File: config.mk
export PLATFORM = sky130hd
export DESIGN_NAME = serial_subtractor
export DESIGN_NICKNAME = d
export VERILOG_FILES = /design/src/rtl/serial_subtractor_pkg.sv /design/src/rtl/serial_subtractor_full_subtractor.sv /design/src/rtl/serial_subtractor.sv
export SDC_FILE = /design/constraint.sdc
export NUM_CORES = 1
export LEC_CHECK = 0
export CAP_MARGIN = 15
export CORE_UTILIZATION = 43
export DETAILED_ROUTE_END_ITERATION = 12
export PLACE_DENSITY = 0.82
export SETUP_SLACK_MARGIN = 0.15
export SLEW_MARGIN = 5
export SYNTH_ARGS = -nofsm -noshare
export SYNTH_HDL_FRONTEND = slang
export SYNTH_SLANG_ARGS = --single-unit
File: constraint.sdc
create_clock -name clk -period 1.1 [get_ports clk]
set_input_delay 0.22 -clock clk [delete_from_list [all_inputs] [get_ports clk]]
set_output_delay 0.22 -clock clk [all_outputs]
set_load 0.005 [all_outputs]
File: src/rtl/serial_subtractor_pkg.sv
// serial_subtractor_pkg
//   Shared types for the bit-serial subtractor.
//   state_e : control FSM encoding (IDLE -> RUN -> DONE -> IDLE).
package serial_subtractor_pkg;

  typedef enum logic [1:0] {
    IDLE = 2'd0,
    RUN  = 2'd1,
    DONE = 2'd2
  } state_e;

endpackage

File: src/rtl/serial_subtractor_full_subtractor.sv
// full_subtractor
//   Combinational 1-bit subtractor cell: computes a - b - bin.
//   a_i, b_i, bin_i : minuend bit, subtrahend bit, borrow in
//   d_o             : difference bit
//   bout_o          : borrow out
module full_subtractor (
  input  logic a_i,
  input  logic b_i,
  input  logic bin_i,
  output logic d_o,
  output logic bout_o
);

  logic ab_x;

  assign ab_x   = a_i ^ b_i;
  assign d_o    = ab_x ^ bin_i;
  // Borrow when b exceeds a outright, or when a==b and a borrow ripples in.
  assign bout_o = (~a_i & b_i) | (~ab_x & bin_i);

endmodule

File: src/rtl/serial_subtractor.sv
// serial_subtractor
//   Bit-serial unsigned subtractor, LSB first, one bit per clock through a
//   single full_subtractor cell and one borrow flop. One operation in flight.
//   clk, rst            : clock, synchronous active-high reset
//   in_valid / in_ready : operand handshake (a_in, b_in)
//   out_valid/out_ready : result handshake (diff, borrow)
//   diff                : (a_in - b_in) mod 2^WIDTH
//   borrow              : 1 iff a_in < b_in
module serial_subtractor
  import serial_subtractor_pkg::*;
#(
  parameter int WIDTH = 8
) (
  input  logic             clk,
  input  logic             rst,
  input  logic             in_valid,
  output logic             in_ready,
  input  logic [WIDTH-1:0] a_in,
  input  logic [WIDTH-1:0] b_in,
  output logic             out_valid,
  input  logic             out_ready,
  output logic [WIDTH-1:0] diff,
  output logic             borrow
);

  localparam int             CW   = $clog2(WIDTH + 1);
  localparam logic [CW-1:0]  LAST = CW'(WIDTH - 1);

  state_e           state_q, state_d;
  logic [WIDTH-1:0] a_sh_q, a_sh_d;
  logic [WIDTH-1:0] b_sh_q, b_sh_d;
  logic [WIDTH-1:0] res_q, res_d;
  logic             brw_q, brw_d;
  logic [CW-1:0]    cnt_q, cnt_d;

  logic             d_bit, bout_bit;

  full_subtractor u_cell (
    .a_i    (a_sh_q[0]),
    .b_i    (b_sh_q[0]),
    .bin_i  (brw_q),
    .d_o    (d_bit),
    .bout_o (bout_bit)
  );

  always_comb begin
    state_d = state_q;
    a_sh_d  = a_sh_q;
    b_sh_d  = b_sh_q;
    res_d   = res_q;
    brw_d   = brw_q;
    cnt_d   = cnt_q;
    case (state_q)
      IDLE: begin
        if (in_valid) begin
          a_sh_d  = a_in;
          b_sh_d  = b_in;
          brw_d   = 1'b0;
          cnt_d   = '0;
          state_d = RUN;
        end
      end
      RUN: begin
        a_sh_d = a_sh_q >> 1;
        b_sh_d = b_sh_q >> 1;
        // New bits enter at the MSB so bit 0 lands in res[0] after WIDTH shifts.
        res_d  = {d_bit, res_q[WIDTH-1:1]};
        brw_d  = bout_bit;
        cnt_d  = cnt_q + CW'(1);
        if (cnt_q == LAST) state_d = DONE;
      end
      DONE: begin
        if (out_ready) state_d = IDLE;
      end
      default: state_d = IDLE;
    endcase
  end

  always_ff @(posedge clk) begin
    if (rst) begin
      state_q <= IDLE;
      a_sh_q  <= '0;
      b_sh_q  <= '0;
      res_q   <= '0;
      brw_q   <= 1'b0;
      cnt_q   <= '0;
    end else begin
      state_q <= state_d;
      a_sh_q  <= a_sh_d;
      b_sh_q  <= b_sh_d;
      res_q   <= res_d;
      brw_q   <= brw_d;
      cnt_q   <= cnt_d;
    end
  end

  // Handshake flags are pure state decodes; data comes straight from flops.
  assign in_ready  = (state_q == IDLE);
  assign out_valid = (state_q == DONE);
  assign diff      = res_q;
  assign borrow    = brw_q;

endmodule

Yosys cells after proc, flatten, opt, wreduce, memory -nomap -nowiden:

Index checks and enable logic that the tools add are counted.

* bitwise logic cells: 7
* equal/unequal tests: 6
* add/subtract/negate cells: 1
* reduce and logical (&&, ||, !) cells: 4
* multiplexer cells: 12

Operator list (number)
* $pmux W8 S2: 2
* $mux W8: 2
* $pmux W4 S2: 1
* $mux W2: 3
* $pmux W2 S3: 1
* $add A4 B1 Y4 const B: 1
* $eq A4 B3 Y1 const B: 1
* $mux W4: 1
* $ne A2 B2 Y1 const B: 2
* $reduce_and A3 Y1: 1
* $and A1 B1 Y1: 2
* $eq A2 B1 Y1 const B: 1
* $eq A2 B2 Y1 const B: 1
* $logic_not A2 Y1: 1
* $ne A2 B1 Y1 const B: 1
* $not A1 Y1: 2
* $pmux W1 S2: 1
* $reduce_and A2 Y1: 1
* $reduce_bool A2 Y1: 1
* $xor A1 B1 Y1: 2
* $mux W1: 1
* $or A1 B1 Y1: 1

* input port bits: 20
* output and inout port bits: 11
* logic and storage cells: 36
* bits in registers: 31

Longest topological paths before layout:

Gate-level depths: netlist of the first run.

* depth after elaboration: 5
* mapped depth: 5
* mapped depth without buffers: 4

Cells and area by module:

A second synthesis of the first run with hierarchy kept.

* cell total of the unflattened synthesis: 184
* area, all modules: 1485.2 um^2

Modules (own cells, without submodules)
* serial_subtractor: cells an instance 180, seq. area each 620.6 um^2, instances 1, area an instance 1453.9 um^2
* full_subtractor: cells an instance 4, seq. area each 0.0 um^2, instances 1, area an instance 31.3 um^2

Least setup slack after synthesis of the first run:

No wires, ideal clock.

* kind: flip-flop to flip-flop
* start: register state_q[1]
* end: register cnt_q[3]
* path slack: -0.012 ns
* arrival: 1.038 ns
* data required time: 1.026 ns
* period minus slack after synthesis: 1.112 ns
* cell stages (with the launch flop): 5
* setup time: 0.074 ns
* path buffers: 1
* cell sequence: dfxtp_1 > nand2b_1 > buf_6 > or3_1 > a31oi_1

* word-level cells in the longest chain between the ends: 3
* elaborated cells between the ends (all ways): 6
* those cells by class: eq/ne (2); mux (1); reduce/logical (3)

Ends and longest elaborated chain
* from (decl): RTL line serial_subtractor.sv:29 `state_e state_q, state_d;`
* from (signal assigned): RTL line serial_subtractor.sv:88 `state_q <= state_d;`
* $eq A2 B1 Y1 / $logic_not A2 Y1 (equally long branches): RTL line serial_subtractor.sv:53 `case (state_q)`
* $reduce_bool A2 Y1 (no source line) / $ne A2 B2 Y1 (equally long branches)
* $reduce_and A2 Y1 (no source line)
* to (signal assigned): RTL line serial_subtractor.sv:93 `cnt_q <= cnt_d;`
* to (decl): RTL line serial_subtractor.sv:34 `logic [CW-1:0] cnt_q, cnt_d;`

Several ways; a longest one is shown, not always the timed one.
A chain may end at the register's enable or synchronous reset.

Final worst setup path of the first run:

* start: register brw_q, in the netlist borrow
* end: register res_q[7], in the netlist diff[7]

* word-level cells in the longest chain between the ends: 1

Ends and longest elaborated chain
* from (decl): RTL line serial_subtractor.sv:33 `logic brw_q, brw_d;`
* from (signal assigned): RTL line serial_subtractor.sv:92 `brw_q <= brw_d;`
* $xor A1 B1 Y1: RTL line serial_subtractor_full_subtractor.sv:17 `assign d_o = ab_x ^ bin_i;`
* to (signal assigned): RTL line serial_subtractor.sv:91 `res_q <= res_d;`
* to (decl): RTL line serial_subtractor.sv:32 `logic [WIDTH-1:0] res_q, res_d;`

No other way between the ends.

==> impl_metrics.tcl, run 1 <==
set metrics [dict create \
    busiest_layer "met2" \
    portBuffers 30 \
    yosysMostFrequentCell "dfxtp_1" \
    r2r_slack_ps -120 \
    cts_root_buf "clkbuf_4" \
    numCtsBuffers 5 \
    hp-class "reg2reg" \
    synth_fp_nets 175 \
    drt_iter0_drc 36 \
    ant_nets 0 \
    chipHeight_um 57.62 \
    cts_tree "yes" \
    synth_warnings 0 \
    clk_latency_ps 340 \
    hold_end "diff[0]" \
    hpwl_um 2223 \
    cp.arrival_ps 1490 \
    finalPower_uw 2396 \
    grt_start_max_net_pins 32 \
    status "finished with violations" \
    route.detailed.drc 3 \
    die_w_um 57.62 \
    cts.path.max_buffers 2 \
    synth_top_area_share 0.4666 \
    rr_startpoint "borrow" \
    power_density_mw_per_mm2 1149 \
    tightestPinTransition_ps 476.1 \
    grt_usage 0.2462 \
    routed_wl_um 3645 \
    antenna_cells 0 \
    num_vias 1346 \
    yosysTopAreaCell "dfxtp_1" \
    clk_pin_slew_ps 100 \
    yosysSeqAreaShare 0.4666 \
    max_freq_ghz 0.8167 \
    fin_crit_ps 1225 \
    hold_violations 0 \
    p_leak_uw 0.0008227 \
    dp.cells 219 \
    fillCellCount 202 \
    worstReg2RegEnd "diff[7]" \
    ios 31 \
    synth_seq_cells 31 \
    worst-path-max-fanout 2 \
    htree_levels 2 \
    min_from "diff[1]" \
    synth_commonest_cells "dfxtp_1 (31), nor2_1 (30), nand2_1 (18)" \
    fin_cells 240 \
    worst-setup-path-type "reg2reg" \
    wl_per_cell_um 15.19 \
    dieArea_mm2 0.003319 \
    finalCritPeriodShare 1.113 \
    rows 19 \
    relSlewSlack 0.6823 \
    grt_pass1_vias 1323 \
    overflow 0 \
    ff2ff_path_depth 3 \
    synth_edf_count 0 \
    post-place-ws_ps -358.5 \
    setup_viol 32 \
    use_met3 0.06473 \
    ir_drop_v 0.0007741 \
    cts_hold_buf 0 \
    yosys_most_used_dff "dfxtp_1" \
    syn_inst 153 \
    grtUsageMet2 0.4086 \
    final_nets 231 \
    ys_async_sr_fraction 0 \
    synthTopCellsByArea "dfxtp_1 (47%), nor2_1 (8.5%), a211oi_1 (7.9%)" \
    gp_congestion 0.8027 \
    avgSynthCellArea_um2 8.693 \
    area_delta_synth_final_pct 56.73 \
    whs_path_depth 2 \
    violations "design-rule violations, negative setup slack" \
    end_kind "register" \
    grt_pass1_wl_um 6065 \
    grt_antenna_before_repair 0 \
    maxCapViolCount 0 \
    cp_data_required_time_ps 1370 \
    yosysUniqueCellTypes 31 \
    final_layout_size_suffix_gt1_frac 0.4067 \
    setup_ws_ps -124.5 \
    slew_violations 0 \
    grt_setup_unrepaired "yes" \
    start_util 0.4662 \
    first_pass_iters 8 \
    vias_per_cell 5.608 \
    syn_area_mm2 0.001330 \
    crit_path_start_kind "register" \
    clkSinkCount 31 \
    fin_skew_ps 11.01 \
    grt_use_met1 0.2855 \
    fp.coreArea_mm2 0.002853 \
]
==> kinds of logic after synthesis <==
group	count (synthesis)	share of synthesized area
AOI/OAI and AO/OA	46	0.2578
adders and majority gates	2	0.02446
buffers and inverters	14	0.05550
DFF	31	0.4666
muxes	1	0.007526
and+or+nand+nor	59	0.1882
==> final cells by class <==
class                   instances  area [um^2]  share of cell area
inverters                       3        16.27            0.007803
multi-input cells             109        785.8              0.3770
flip-flops and latches         31        646.9              0.3103
well taps                      31        38.79             0.01861
clock inverters                 1        5.005            0.002401
repair buffers                 59        540.5              0.2593
clock buffers                   6        51.30             0.02461
==> state kept, by name, indices dropped and copies added, names as in the netlist <==
name,cells
a_sh_q,8
b_sh_q,8
diff,8
cnt_q,4
state_q,2
borrow,1
==> critical path, stage by stage, from the launching register on <==
cell and delay, ps:
dfxtp_2 350, buf_6 120, fa_1 450, a211oi_2 230
==> layout by cell type (no fill, tap or decap), types with 2 or more instances in the layout <==
cell type / instances
a211oi_1: 12
a211oi_2: 2
a21oi_1: 3
a21oi_2: 6
a22oi_2: 2
a32oi_1: 2
buf_12: 3
buf_2: 8
buf_4: 20
buf_6: 9
clkbuf_4: 5
clkdlybuf4s50_1: 18
dfxtp_1: 18
dfxtp_2: 9
dfxtp_4: 4
inv_1: 2
nand2_1: 16
nand2b_4: 2
nand3_1: 2
nor2_1: 29
o21ba_4: 2
o22ai_1: 4
o2bb2ai_1: 10
==> routing by layer <==
metal  part of all wire  vias up
li1                   -      661
met1               0.43      644
met4              0.024        0
met2               0.50       31
met3              0.049       10
met5                  0        -
==> worst max-delay path by stage <==
stage | from | end | slack (ps) | cells after the start
after global routing | state_q[1] | diff[4] | -160 | 5
final | borrow | diff[7] | -120 | 3
after CTS | state_q[0] | in_ready | -140 | 2
after floorplan | state_q[0] | cnt_q[0] | 40 | 5
after global placement | in_valid | b_sh_q[2] | -320 | 5
after detailed placement | in_valid | a_sh_q[2] | -360 | 4
==> stage by stage <==
stage	utilization	instance area [um^2]	hold WS [ps]	setup TNS, ps
global placement	0.6232	1778	446.4	-6249
floorplan	-	1376	298.7	0
finish	0.7307	2085	488.7	-1874
CTS	0.6939	1979	466.6	-1795
global route	0.7307	2085	503.8	-3669
detailed placement	0.6232	1778	459.6	-7319
==> timing repair <==
item                                    4_1_cts  5_1_grt
pin swaps                                     3        7
cloned                                        1        0
endpoints found under the setup margin       42       42
buffers inserted                             10        3
resized for setup                            77       19
==> report_power, final <==
group          switching (uW)  total [uW]  internal, uW
clock                     409         705           296
combinational             206         464           258
sequential               44.1        1230          1180
Power figures use the tool's default switching activity.
==> run 2: changes to the inputs <==
PLACE_DENSITY = 0.81   (was 0.82)
SYNTH_HIERARCHICAL = 1   (was not set)
==> run 2 against run 1 <==
The run ends with negative setup slack left; final cell count rose by 20%; sequential power is essentially flat; clock-buffer cell count did not move; clock skew fell by 5.7 ps; worst hold slack worse by 8.9 ps; non-clock buffer count grew 6; first-iteration DRC count up 120%; clock power grew 35%; synthesized cell count is 20% higher; critical path depth increased by 2.
==> impl_metrics.tcl, run 2 <==
set metrics [dict create \
    finalCritPeriodShare 1.136 \
    yosysSeqAreaShare 0.4179 \
    cts.path.max_buffers 2 \
    ys_async_sr_fraction 0 \
    path_buf_inv 2 \
    wl_per_cell_um 15.91 \
    hpwl_um 2431 \
    mostFrequentLayoutCells "a21oi_1 (21), buf_6 (20)" \
    cp_slowest_stage_delay_ps 380 \
    violations "negative setup slack" \
    gp_congestion 0.7893 \
    grt_usage 0.2551 \
    htree_levels 2 \
    yosysTopAreaCell "dfxtp_1" \
    num_vias 1596 \
    fp.coreArea_mm2 0.003153 \
    hold_violations 0 \
    maxCapViolCount 0 \
    syn_inst 184 \
    route.detailed.drc 0 \
    cts_tree "yes" \
    synth_top_area_share 0.4179 \
    fin_crit_ps 1249 \
    grt_antenna_before_repair 0 \
    numCtsBuffers 5 \
    status "finished with violations" \
    rows 20 \
    final_nets 265 \
    setup_viol 34 \
    grt_pass1_wl_um 6727 \
    synthTopCellsByArea "dfxtp_1 (42%), a21oi_1 (12%), o221a_2 (9.1%)" \
    mostFrequentLayoutCell "a21oi_1" \
    max_freq_ghz 0.8005 \
    clkSinkCount 31 \
    fillCellCount 208 \
    tightestPinTransition_ps 232.5 \
    cts_hold_buf 0 \
    vias_per_cell 5.542 \
    finalPower_uw 2747 \
    area_delta_synth_final_pct 64.36 \
    first_pass_iters 5 \
    cp_data_required_time_ps 1330 \
    portBuffers 30 \
    chipHeight_um 60.77 \
    relSlewSlack 0.8450 \
    worst-path-max-fanout 7 \
    clk_pin_slew_ps 100 \
    yosysMostFrequentCell "a21oi_1" \
    drt_iter0_drc 79 \
    r2r_slack_ps -150 \
    fin_skew_ps 5.340 \
    ant_nets 0 \
    overflow 0 \
    clk_latency_ps 340 \
    slew_violations 0 \
    synth_edf_count 0 \
    grt_setup_unrepaired "yes" \
    cp.arrival_ps 1480 \
    cts_root_buf "clkbuf_4" \
    setup_ws_ps -149.2 \
    yosysUniqueCellTypes 29 \
    synth_warnings 6 \
    crit_end "b_sh_q[0]" \
    critPathLaunch "state_q[1]" \
    power_density_mw_per_mm2 1125 \
    yosys_most_used_dff "dfxtp_1" \
    routed_wl_um 4583 \
    worstReg2RegEnd "b_sh_q[0]" \
    ff2ff_path_depth 5 \
    start_util 0.4710 \
    end_kind "register" \
    worst-setup-path-type "reg2reg" \
    critPathSlowestCell "dfxtp_4" \
    ir_drop_v 0.0006687 \
    grt_start_max_net_pins 23 \
    dieArea_mm2 0.003693 \
    crit_path_start_kind "register" \
    antenna_cells 0 \
    p_leak_uw 0.001001 \
    hp-class "reg2reg" \
    cpMostUsedCell "buf_6" \
    cp_cell_sequence "buf_6, buf_6, nand2b_4, o22a_1, o221a_2" \
    fin_cells 288 \
    ios 31 \
    syn_area_mm2 0.001485 \
    synth_seq_cells 31 \
    die_w_um 60.77 \
    cp.depth 5 \
    finalSetupTns_ps -2832 \
    avgSynthCellArea_um2 8.072 \
    synth_commonest_cells "a21oi_1 (35), dfxtp_1 (31), nor2_1 (29)" \
    final_layout_size_suffix_gt1_frac 0.5000 \
    crit_family "flip-flops" \
    synth_fp_nets 206 \
    grt_pass1_vias 1452 \
    rr_startpoint "state_q[1]" \
    dp.cells 263 \
]
run 2: cell count changes in the layout (fill, tap and decap cells not counted), moves of 6 or more:
cell,before,now
o2bb2ai_1,10,0
a21oi_2,6,14
o221a_2,0,11
inv_1,2,15
buf_6,9,20
a211oi_1,12,0
nor2_2,0,6
nor2_1,29,18
a21oi_1,3,21
run 2: worst reg2reg max path, stage by stage, from the launching register on:
cell	delay [ps]
dfxtp_4	380
buf_6	140
buf_6	120
nand2b_4	130
o22a_1	160
o221a_2	220
run 2: metrics by stage:
step | util | hold WS [ps] | instance area (um^2) | setup slack, ps
after floorplan | - | 386.3 | 1567 | 54.90
after global placement | 0.6298 | 440.4 | 1986 | -337.7
after detailed placement | 0.6298 | 450.4 | 1986 | -385.9
after CTS | 0.7262 | 461.1 | 2290 | -160.0
after global routing | 0.7742 | 493.8 | 2441 | -192.6
final | 0.7742 | 479.8 | 2441 | -149.2
run 2: layout make-up:
| class | instances | area (um^2) | share of cell area |
|---|---|---|---|
| multi-input cells | 123 | 929.6 | 0.3808 |
| repair buffers | 65 | 664.4 | 0.2722 |
| flip-flops and latches | 31 | 641.9 | 0.2629 |
| inverters | 17 | 63.81 | 0.02614 |
| well taps | 44 | 55.05 | 0.02255 |
| clock buffers | 6 | 51.30 | 0.02101 |
| clock inverters | 2 | 35.03 | 0.01435 |
run 2: cells by family (layout without fill, tap and decap cells):
| family | after synthesis | count (layout) | share of synthesized area |
|---|---|---|---|
| compound gates | 58 | 59 | 0.2713 |
| fa+ha+maj | 2 | 2 | 0.02190 |
| buf+inv | 31 | 90 | 0.1002 |
| flops | 31 | 31 | 0.4179 |
| mux | 1 | 1 | 0.006740 |
| simple gates | 61 | 61 | 0.1820 |
run 2: power breakdown:
group / switching, uW / internal (uW)
sequential: 60.4 / 1180
combinational: 252 / 298
clock: 415 / 537
run 2: worst min-delay path by stage:
| stage | from | endpoint | slack [ps] | cells after the start |
|---|---|---|---|---|
| final | diff[4] | diff[3] | 480 | 2 |
| after global routing | diff[4] | diff[3] | 490 | 2 |
| after CTS | diff[0] | diff[0] | 460 | 2 |
| after detailed placement | diff[0] | diff[0] | 450 | 2 |
| after global placement | diff[0] | diff[0] | 440 | 2 |
| after floorplan | rst | b_sh_q[0] | 390 | 2 |
run 2: routing by layer:
| layer | vias up | track usage | wire, um |
|---|---|---|---|
| met2 | 56 | 0.4129 | 2383 |
| met5 | - | 0 | 0 |
| met1 | 774 | 0.3018 | 1854 |
| met4 | 0 | 0.1364 | 138 |
| li1 | 752 | - | - |
| met3 | 14 | 0.08102 | 207 |
run 2: what timing repair did:
| item | in CTS | in global routing |
|---|---|---|
| pin swaps | 18 | 15 |
| buffers inserted | 15 | 1 |
| gates cloned | 1 | 0 |
| resized for setup | 84 | 35 |
| setup endpoints to repair | 42 | 42 |
==> run 3: changes to the inputs <==
CTS_BUF_LIST = sky130_fd_sc_hd__clkbuf_8   (was not set)
CTS_CLUSTER_DIAMETER = 200   (was not set)
PLACE_DENSITY = 0.78   (was 0.81)
clock period = 1.2 ns   (was 1.1 ns; I/O delays follow)
==> run 3 against run 2 <==
The run still ends with negative setup slack left; setup slack better by 48 ps; combinational power up 6.4%; fmax down 4.0%; utilization up 1.0 points; die area unchanged; worst hold slack worse by 8.7 ps; power down 7.6%; clock-buffer cell count down 1; sequential power down 8%; critical endpoint is now b_sh_q[7].
==> impl_metrics.tcl, run 3 (synthesized netlist as in run 2, its figures left out) <==
set metrics [dict create \
    fp.coreArea_mm2 0.003153 \
    hpwl_um 2333 \
    ios 31 \
    drt_iter0_drc 190 \
    cts_tree "yes" \
    rows 20 \
    max_freq_ghz 0.7686 \
    power_density_mw_per_mm2 1026 \
    grt_pass1_vias 1546 \
    clk_latency_ps 300 \
    fillCellCount 202 \
    p_leak_uw 0.001054 \
    vias_per_cell 5.784 \
    worst-path-max-fanout 8 \
    placedInstanceArea_mm2 0.001903 \
    cp_slowest_stage_delay_ps 380 \
    relSlewSlack 0.8020 \
    setup_viol 4 \
    cp.arrival_ps 1490 \
    worst-setup-path-type "reg2reg" \
    setup_ws_ps -101.0 \
    cts_hold_buf 0 \
    critPathLaunch "state_q[1]" \
    final_nets 260 \
    grt_start_max_net_pins 20 \
    overflow 0 \
    grt_usage 0.2855 \
    design_area_mm2 0.002474 \
    numCtsBuffers 5 \
    rr_startpoint "state_q[1]" \
    maxCapViolCount 0 \
    fin_cells 283 \
    slew_violations 0 \
    finalPower_uw 2538 \
    dieArea_mm2 0.003693 \
    wl_per_cell_um 18.91 \
    grt_antenna_before_repair 0 \
    end_kind "register" \
    antenna_cells 0 \
    routed_wl_um 5351 \
    path_buf_inv 2 \
    dp.cells 260 \
    tightestPinTransition_ps 297.0 \
    crit_family "compound AO/OA/AOI/OAI gates" \
    min_from "diff[1]" \
    route.detailed.drc 0 \
    status "finished with violations" \
    clkSinkCount 31 \
    multi_input_area_mm2 0.001036 \
    hp-class "reg2reg" \
    final_layout_size_suffix_gt1_frac 0.5021 \
    crit_path_start_kind "register" \
    gp_congestion 0.8109 \
    start_util 0.4710 \
    chipHeight_um 60.77 \
    clk_pin_slew_ps 70 \
    cp_cell_sequence "buf_8, o21bai_4, buf_6, a32oi_2, nor2_1" \
    portBuffers 30 \
    mostFrequentLayoutCells "nor2_1 (22), a21oi_1 (21), inv_1 (18), clkdlybuf4s50_1 (18), dfxtp_1 (17)" \
    cts_root_buf "clkbuf_8" \
    finalCritPeriodShare 1.084 \
    seq_area_um2 643.1 \
    fin_skew_ps 10.84 \
    grt_setup_unrepaired "yes" \
    htree_levels 2 \
    ant_nets 0 \
    violations "negative setup slack" \
    num_vias 1637 \
    mostFrequentLayoutCell "nor2_1" \
    cp_data_required_time_ps 1380 \
    critPathSlowestCell "dfxtp_4" \
    grt_pass1_wl_um 7410 \
    fin_crit_ps 1301 \
    hold_violations 0 \
    die_w_um 60.77 \
    area_delta_synth_final_pct 66.55 \
    first_pass_iters 4 \
    ir_drop_v 0.0005826 \
    cts.path.max_buffers 2 \
]
[run 3: repair_timing]
item,in CTS,in global routing
gates cloned,2,0
endpoints found under the setup margin,42,33
gates resized for setup,119,30
pin swaps,35,8
buffers inserted,11,2
[run 3: tightest hold or removal path, stage by stage (launching register included)]
cell and delay (ps):
dfxtp_2 340, nand2_2 60, a21oi_2 40
[run 3: metal layers]
layer	track usage	part of all wire
met4	0.1558	0.052
met3	0.09595	0.066
met1	0.3281	0.39
met2	0.4678	0.50
met5	0	0
[run 3: path summary, 6_finish.rpt]
kind | depth (start not counted) | slack [ps] | end
max | 5 | -100 | b_sh_q[7]
min | 2 | 470 | diff[0]
max reg2reg | 5 | -100 | b_sh_q[7]
min reg2reg | 2 | 470 | diff[0]
[run 3: area by class of cell]
type | count | share of cell area
multi-input combinational | 122 | 0.4188
timing repair buffer | 61 | 0.2403
sequential | 31 | 0.2600
tap | 44 | 0.02226
clock buffer | 5 | 0.02782
clock inverter | 3 | 0.005058
inverter | 17 | 0.02580
[run 3: where the power goes]
part | total, uW | switching (uW) | internal (uW)
Sequential | 1150 | 63.9 | 1090
Combinational | 585 | 272 | 313
Clock | 802 | 412 | 389
Total | 2540 | 748 | 1790
[run 3: metrics by stage]
stage               hold WS [ps]  TNS (ps)  setup slack [ps]    util
CTS                        465.0    -7.579            -7.579  0.7409
detailed placement         455.1     -4902            -267.3  0.6036
global route               480.9    -469.7            -154.3  0.7845
finish                     471.1    -134.4            -101.0  0.7845
floorplan                  406.3         0             147.0       -
global placement           445.8     -4533            -234.4  0.6036
